===== src/rtl/stopwatch_ctrl_if.sv =====
// Signal bundle between stopwatch_ctrl, the front-panel inputs and the BCD counter chain.
// Lap signals exist only when STOPWATCH_CTRL_LAP_EN is defined.
interface stopwatch_ctrl_if #(
    parameter int LOAD_W = 15
);
    logic              btn_start_i;
    logic              btn_clear_i;
    logic              dir_i;
    logic [LOAD_W-1:0] load_value_i;
    logic              count_end_i;
    logic              tick_en_o;
    logic              clear_o;
    logic              load_o;
    logic [LOAD_W-1:0] load_value_o;
    logic              dir_o;
    logic [1:0]        state_o;
`ifdef STOPWATCH_CTRL_LAP_EN
    logic              btn_lap_i;
    logic              lap_freeze_o;

    modport master (
        input  btn_start_i, btn_clear_i, btn_lap_i, dir_i, load_value_i, count_end_i,
        output tick_en_o, clear_o, load_o, load_value_o, dir_o, state_o, lap_freeze_o
    );
    modport slave (
        output btn_start_i, btn_clear_i, btn_lap_i, dir_i, load_value_i, count_end_i,
        input  tick_en_o, clear_o, load_o, load_value_o, dir_o, state_o, lap_freeze_o
    );
`else
    modport master (
        input  btn_start_i, btn_clear_i, dir_i, load_value_i, count_end_i,
        output tick_en_o, clear_o, load_o, load_value_o, dir_o, state_o
    );
    modport slave (
        output btn_start_i, btn_clear_i, dir_i, load_value_i, count_end_i,
        input  tick_en_o, clear_o, load_o, load_value_o, dir_o, state_o
    );
`endif
endinterface


===== src/rtl/stopwatch_ctrl.sv =====
// stopwatch_ctrl: button conditioning, IDLE/RUN/PAUSE/DONE sequencing and count-enable tick
// for the BCD stopwatch counter chain. Optional lap freeze output: define STOPWATCH_CTRL_LAP_EN.
module stopwatch_ctrl #(
    parameter int CLK_HZ          = 100_000_000,
    parameter int TICK_HZ         = 100,
    parameter int DEBOUNCE_CYCLES = 262_144,
    parameter int LOAD_W          = 15
) (
    input  logic             clk,
    input  logic             reset,
    stopwatch_ctrl_if.master bus
);
    localparam int DIV  = CLK_HZ / TICK_HZ;
    localparam int PS_W = (DIV > 1) ? $clog2(DIV) : 1;
    localparam int DB_W = (DEBOUNCE_CYCLES > 1) ? $clog2(DEBOUNCE_CYCLES) : 1;
`ifdef STOPWATCH_CTRL_LAP_EN
    localparam int NB = 3;
`else
    localparam int NB = 2;
`endif
    localparam int BTN_START = 0;
    localparam int BTN_CLEAR = 1;
    localparam logic [PS_W-1:0] PS_LAST = PS_W'(DIV - 1);
    localparam logic [DB_W-1:0] DB_LAST = DB_W'(DEBOUNCE_CYCLES - 1);

    typedef enum logic [1:0] {
        IDLE  = 2'b00,
        RUN   = 2'b01,
        PAUSE = 2'b10,
        DONE  = 2'b11
    } state_t;

    logic [NB-1:0]           btn_raw, sync_a, sync_b, deb, deb_q, press;
    logic [NB-1:0][DB_W-1:0] db_cnt;
    logic                    dir_a, dir_b;
    state_t                  state, state_nxt;
    logic [PS_W-1:0]         presc, presc_nxt;
    logic                    tick_due, tick_en;
    logic                    clear_r, load_r, dir_r;
    logic [LOAD_W-1:0]       load_value_r;

    assign btn_raw[BTN_START] = bus.btn_start_i;
    assign btn_raw[BTN_CLEAR] = bus.btn_clear_i;
`ifdef STOPWATCH_CTRL_LAP_EN
    assign btn_raw[2] = bus.btn_lap_i;
`endif

    // Direction synchroniser resets to "up" so dir_o does not dip low right after reset.
    always_ff @(posedge clk or posedge reset) begin
        if (reset) begin
            sync_a <= '0;
            sync_b <= '0;
            deb    <= '0;
            deb_q  <= '0;
            db_cnt <= '0;
            dir_a  <= 1'b1;
            dir_b  <= 1'b1;
        end else begin
            sync_a <= btn_raw;
            sync_b <= sync_a;
            deb_q  <= deb;
            dir_a  <= bus.dir_i;
            dir_b  <= dir_a;
            for (int i = 0; i < NB; i++) begin
                if (sync_b[i] == deb[i]) begin
                    db_cnt[i] <= '0;
                end else if (db_cnt[i] == DB_LAST) begin
                    deb[i]    <= ~deb[i];
                    db_cnt[i] <= '0;
                end else begin
                    db_cnt[i] <= db_cnt[i] + DB_W'(1);
                end
            end
        end
    end

    assign press = deb & ~deb_q;

    always_comb begin
        state_nxt = state;
        presc_nxt = presc;
        tick_due  = (state == RUN) && (presc == PS_LAST);
        tick_en   = tick_due && !bus.count_end_i;
        if (press[BTN_CLEAR]) begin
            state_nxt = IDLE;
        end else if (tick_due && bus.count_end_i) begin
            state_nxt = DONE;
        end else if (press[BTN_START]) begin
            case (state)
                IDLE, PAUSE: state_nxt = RUN;
                RUN:         state_nxt = PAUSE;
                default:     state_nxt = state;
            endcase
        end
        // A pause taken on the tick cycle wraps, so resuming does not repeat that tick.
        case (state_nxt)
            RUN:     if (state == RUN) presc_nxt = tick_due ? '0 : presc + PS_W'(1);
            PAUSE:   if (tick_due) presc_nxt = '0;
            default: presc_nxt = '0;
        endcase
    end

    always_ff @(posedge clk or posedge reset) begin
        if (reset) begin
            state        <= IDLE;
            presc        <= '0;
            clear_r      <= 1'b0;
            load_r       <= 1'b0;
            load_value_r <= '0;
            dir_r        <= 1'b1;
        end else begin
            state   <= state_nxt;
            presc   <= presc_nxt;
            clear_r <= press[BTN_CLEAR] && dir_r;
            load_r  <= press[BTN_CLEAR] && !dir_r;
            if (press[BTN_CLEAR] && !dir_r)
                load_value_r <= bus.load_value_i;
            if (state == IDLE)
                dir_r <= dir_b;
        end
    end

`ifdef STOPWATCH_CTRL_LAP_EN
    logic lap_freeze;

    always_ff @(posedge clk or posedge reset) begin
        if (reset)
            lap_freeze <= 1'b0;
        else if (state_nxt == IDLE)
            lap_freeze <= 1'b0;
        else if (press[2] && state == RUN)
            lap_freeze <= ~lap_freeze;
    end

    assign bus.lap_freeze_o = lap_freeze;
`endif

    assign bus.tick_en_o    = tick_en;
    assign bus.clear_o      = clear_r;
    assign bus.load_o       = load_r;
    assign bus.load_value_o = load_value_r;
    assign bus.dir_o        = dir_r;
    assign bus.state_o      = state;
endmodule

===== src/flat_wrapper.sv =====
// flat-port wrapper written by rule: the top's interface ports become plain ports
module stopwatch_ctrl_flat 
#(
    parameter int CLK_HZ          = 100_000_000,
    parameter int TICK_HZ         = 100,
    parameter int DEBOUNCE_CYCLES = 262_144,
    parameter int LOAD_W          = 15
)
  (clk, reset, bus_btn_start_i, bus_btn_clear_i, bus_dir_i, bus_load_value_i, bus_count_end_i, bus_tick_en_o, bus_clear_o, bus_load_o, bus_load_value_o, bus_dir_o, bus_state_o);
  stopwatch_ctrl_if #(.LOAD_W(LOAD_W)) bus_i ();
  input  logic clk;
  input  logic reset;
  input wire logic [$bits(bus_i.btn_start_i)-1:0] bus_btn_start_i;
  input wire logic [$bits(bus_i.btn_clear_i)-1:0] bus_btn_clear_i;
  input wire logic [$bits(bus_i.dir_i)-1:0] bus_dir_i;
  input wire logic [$bits(bus_i.load_value_i)-1:0] bus_load_value_i;
  input wire logic [$bits(bus_i.count_end_i)-1:0] bus_count_end_i;
  output wire logic [$bits(bus_i.tick_en_o)-1:0] bus_tick_en_o;
  output wire logic [$bits(bus_i.clear_o)-1:0] bus_clear_o;
  output wire logic [$bits(bus_i.load_o)-1:0] bus_load_o;
  output wire logic [$bits(bus_i.load_value_o)-1:0] bus_load_value_o;
  output wire logic [$bits(bus_i.dir_o)-1:0] bus_dir_o;
  output wire logic [$bits(bus_i.state_o)-1:0] bus_state_o;
  assign bus_i.btn_start_i = bus_btn_start_i;
  assign bus_i.btn_clear_i = bus_btn_clear_i;
  assign bus_i.dir_i = bus_dir_i;
  assign bus_i.load_value_i = bus_load_value_i;
  assign bus_i.count_end_i = bus_count_end_i;
  assign bus_tick_en_o = bus_i.tick_en_o;
  assign bus_clear_o = bus_i.clear_o;
  assign bus_load_o = bus_i.load_o;
  assign bus_load_value_o = bus_i.load_value_o;
  assign bus_dir_o = bus_i.dir_o;
  assign bus_state_o = bus_i.state_o;
  stopwatch_ctrl #(.CLK_HZ(CLK_HZ), .TICK_HZ(TICK_HZ), .DEBOUNCE_CYCLES(DEBOUNCE_CYCLES), .LOAD_W(LOAD_W)) u_core (.clk(clk), .reset(reset), .bus(bus_i));
endmodule

===== config.mk =====
export PLATFORM = sky130hd
export DESIGN_NAME = stopwatch_ctrl_flat
export DESIGN_NICKNAME = d
export VERILOG_FILES = /design/src/rtl/stopwatch_ctrl_if.sv /design/src/rtl/stopwatch_ctrl.sv /design/src/flat_wrapper.sv
export SDC_FILE = /design/constraint.sdc
export NUM_CORES = 1
export LEC_CHECK = 0
export ABC_AREA = 1
export BUFFER_PORTS_ARGS = -buffer_cell sky130_fd_sc_hd__buf_2
export CELL_PAD_IN_SITES_DETAIL_PLACEMENT = 2
export CELL_PAD_IN_SITES_GLOBAL_PLACEMENT = 2
export CORE_UTILIZATION = 38
export DETAILED_ROUTE_END_ITERATION = 8
export PLACE_DENSITY_LB_ADDON = 0.1
export SLEW_MARGIN = 20
export SYNTH_ARGS = -nofsm -noshare
export SYNTH_HDL_FRONTEND = slang
export SYNTH_SLANG_ARGS = --single-unit

===== constraint.sdc =====
create_clock -name clk -period 6 [get_ports clk]
set_input_delay 0.6 -clock clk [delete_from_list [all_inputs] [get_ports clk]]
set_output_delay 0.6 -clock clk [all_outputs]
set_load 0.02 [all_outputs]

==> impl_metrics.yaml <==
run_status:
  status: "finished clean"
clocking:
  cts_buffers: 9
  clockBufferDepth: 2
  cts_max_level: 3
  post_cts_resized: 0
  tritoncts: "built"
  path_clk_slew_ns: 0.07
  clock_latency_ns: 0.35
  post_cts_buffers: 0
  clock_sinks: 86
  postCtsHoldBufs: 0
  cts-root-buf: "clkbuf_16"
min_path:
  hp-class: "in2async"
synth:
  synth_most_common_cell: "nand2_1"
  avgSynthCellArea_sq_um: 7.80
  yosys_warnings: 0
  synth_top_area_cell: "dfrtp_1"
  syn_inst: 571
  synth_cell_types: 34
  ys_ff_latch: 86
  synth_edf_count: 0
  yosys-top-cells-count: "180 x nand2_1, 85 x nor2_1, 83 x dfrtp_1"
  synth_top_area_share: 0.466
  synth_area_sq_um: 4460
  synthTopCellsByArea: "dfrtp_1 47%, nand2_1 15%, nor2_1 7.2%"
  syn-num-nets: 595
  synth-main-ff-cell: "dfrtp_1"
  ys_seq_area_frac: 0.484
  async_flop_share: 1.00
die:
  io_pins: 42
  fp.dieH_microns: 110
  dieArea_sq_um: 12200
  fp-row-count: 39
  design.core.area_sq_um: 11400
  start_util: 0.390
  die_w_microns: 110
placed_design:
  gp_congestion: 0.799
  port_buffers: 41
  place_inst: 744
  hpwlAfterDp_mm: 9.01
final_layout:
  fillers: 1330
  final_layout_size_suffix_gt1_frac: 0.125
  final_util: 0.448
  diodes: 0
  nets: 636
  layout.cells.non_filler: 760
  area_growth_pct: 14.9
timing:
  rsz0062_at_grt: "no"
  slew_headroom: 0.408
  finalSetupViolCount: 0
  fmaxAchievable_mhz: 351
  slew_viol_final: 0
  whs_ns: 0.0814
  fin_crit_ns: 2.85
  period_share: 0.474
  tightest_slew_ns: 0.888
  hold_violations: 0
  fin_worst_skew_ns: 0.00949
  timing.setup.tns_ns: 0
critical_path:
  worstSetupEndpointType: "flip-flop"
  crit_chain: "nor2_4, nand3b_1, nor2_1, nand3_2, nand2_1, nand3_2, o21ai_2, nand2_1, nand2_1"
  critPathLaunchType: "flip-flop"
  cpPeakStageDelay_ns: 0.54
  required_ns: 6.28
  crit_buf_inv: 0
  crit_path_max_fanout: 24
  crit_path_top_delay_cell: "o21ai_2"
  path_delay_family: "simple AND/OR/NAND/NOR gates"
  critical_path_arrival_ns: 3.13
  r2r_cells: 9
  r2r_start: "u_core.bus.state_o[1]$_DFF_PP0_"
  crit_type: "reg2reg"
  cp_common_cell: "nand2_1"
  regToRegSetupSlack_ns: 3.15
  r2r-end: "u_core.presc[16]$_DFFE_PP0P_"
routing:
  wl_per_cell_microns: 17.5
  ant_nets: 0
  dr.pass1.iters: 4
  routed_wirelength_mm: 13.3
  vias: 3949
  drc: 0
  viasPerCell: 5.20
  drt_iter0_markers: 161
power:
  ir_drop_uv: 187
  cellLeakagePower_nw: 2.46
  power.total_mw: 1.25
  powerDensity_nw_per_um2: 245
global_route:
  grt_max_degree: 86
  antenna_found_initial: 0
  grt_pass1_vias: 4268
  overflow: 0
  track_usage: 0.236
  grt_pass1_wl_mm: 21.5
job:
  cap_violations: 0
layout by cell type (no fill, tap or decap), types with 2 or more instances in the layout:
master and n:
nor2_1 85, xor2_1 20, nor3b_1 11, o21ai_0 6
nand2_1 180, nand3_2 2, clkbuf_8 2, o21bai_1 2
nor3_1 11, buf_4 2, dfrtp_1 83, inv_1 58
nand3b_1 2, dfstp_2 3, clkinv_2 2, nand4_1 29
ha_1 3, nand3_1 30, bufinv_16 2, clkbuf_16 9
nor2_2 4, a21oi_1 4, xnor2_1 11, buf_2 41
sequential cells by signal, indices dropped and copies added, names as in the netlist:
| register | count |
|---|---|
| u_core.db_cnt | 36 |
| u_core.deb_q | 2 |
| u_core.bus.load_o | 1 |
| u_core.presc | 20 |
| u_core.bus.load_value_o | 15 |
| u_core.dir_a | 1 |
| u_core.deb | 2 |
| u_core.dir_b | 1 |
| u_core.bus.dir_o | 1 |
| u_core.bus.clear_o | 1 |
| u_core.bus.state_o | 2 |
| u_core.sync_a | 2 |
| u_core.sync_b | 2 |
cell type report:
cell class / count / area (sq um) / area share
inverters: 60 / 226 / 0.0442
multi-input cells: 411 / 1990 / 0.389
repair buffers: 44 / 231 / 0.0452
clock inverters: 5 / 81.3 / 0.0159
clock buffers: 11 / 253 / 0.0494
well taps: 143 / 179 / 0.0350
flip-flops and latches: 86 / 2160 / 0.421
cells by family after synthesis:
logic type                 after synthesis  share of synthesized area
adders and majority gates                3                    0.00843
buffers and inverters                   74                     0.0691
AOI/OAI and AO/OA                       18                     0.0256
and+or+nand+nor                        358                      0.350
xor gates and xnor gates                31                     0.0609
muxes                                    1                    0.00253
DFF                                     86                      0.484
metal layers:
| layer | vias to the layer above | track usage | part of all wire |
|---|---|---|---|
| li1 | 1891 | - | - |
| met1 | 2002 | 0.287 | 0.44 |
| met2 | 40 | 0.422 | 0.52 |
| met3 | 16 | 0.0347 | 0.020 |
| met4 | 0 | 0.0827 | 0.017 |
| met5 | - | 0 | 0 |
metrics by stage:
stage	instance area [sq um]	worst slack, ns
2_1_floorplan	4460	3.18
6_report	5120	3.15
3_5_place_dp	4780	3.24
5_1_grt	5120	2.90
3_3_place_gp	4780	3.48
4_1_cts	5110	3.12
worst max path at each step:
stage / slack [ns] / end / cells after the start / startpoint
6_report: 3.15 / u_core.presc[16]$_DFFE_PP0P_ / 9 / u_core.bus.state_o[1]$_DFF_PP0_
5_1_grt: 2.90 / u_core.presc[16]$_DFFE_PP0P_ / 9 / u_core.bus.state_o[1]$_DFF_PP0_
4_1_cts: 3.12 / u_core.presc[16]$_DFFE_PP0P_ / 9 / u_core.bus.state_o[1]$_DFF_PP0_
3_5_place_dp: 3.24 / u_core.presc[16]$_DFFE_PP0P_ / 9 / u_core.bus.state_o[1]$_DFF_PP0_
3_3_place_gp: 3.48 / u_core.presc[16]$_DFFE_PP0P_ / 9 / u_core.bus.state_o[1]$_DFF_PP0_
2_1_floorplan: 3.18 / u_core.bus.clear_o$_DFF_PP0_ / 1 / reset
where the power goes:
group | internal (mW) | leakage, nW | switching [mW] | total (mW)
clock network | 0.388 | 0.162 | 0.245 | 0.632
logic | 0.00993 | 1.21 | 0.0221 | 0.0320
registers | 0.586 | 1.09 | 0.00421 | 0.590
total | 0.983 | 2.46 | 0.271 | 1.25
Power figures use the tool's default switching activity.
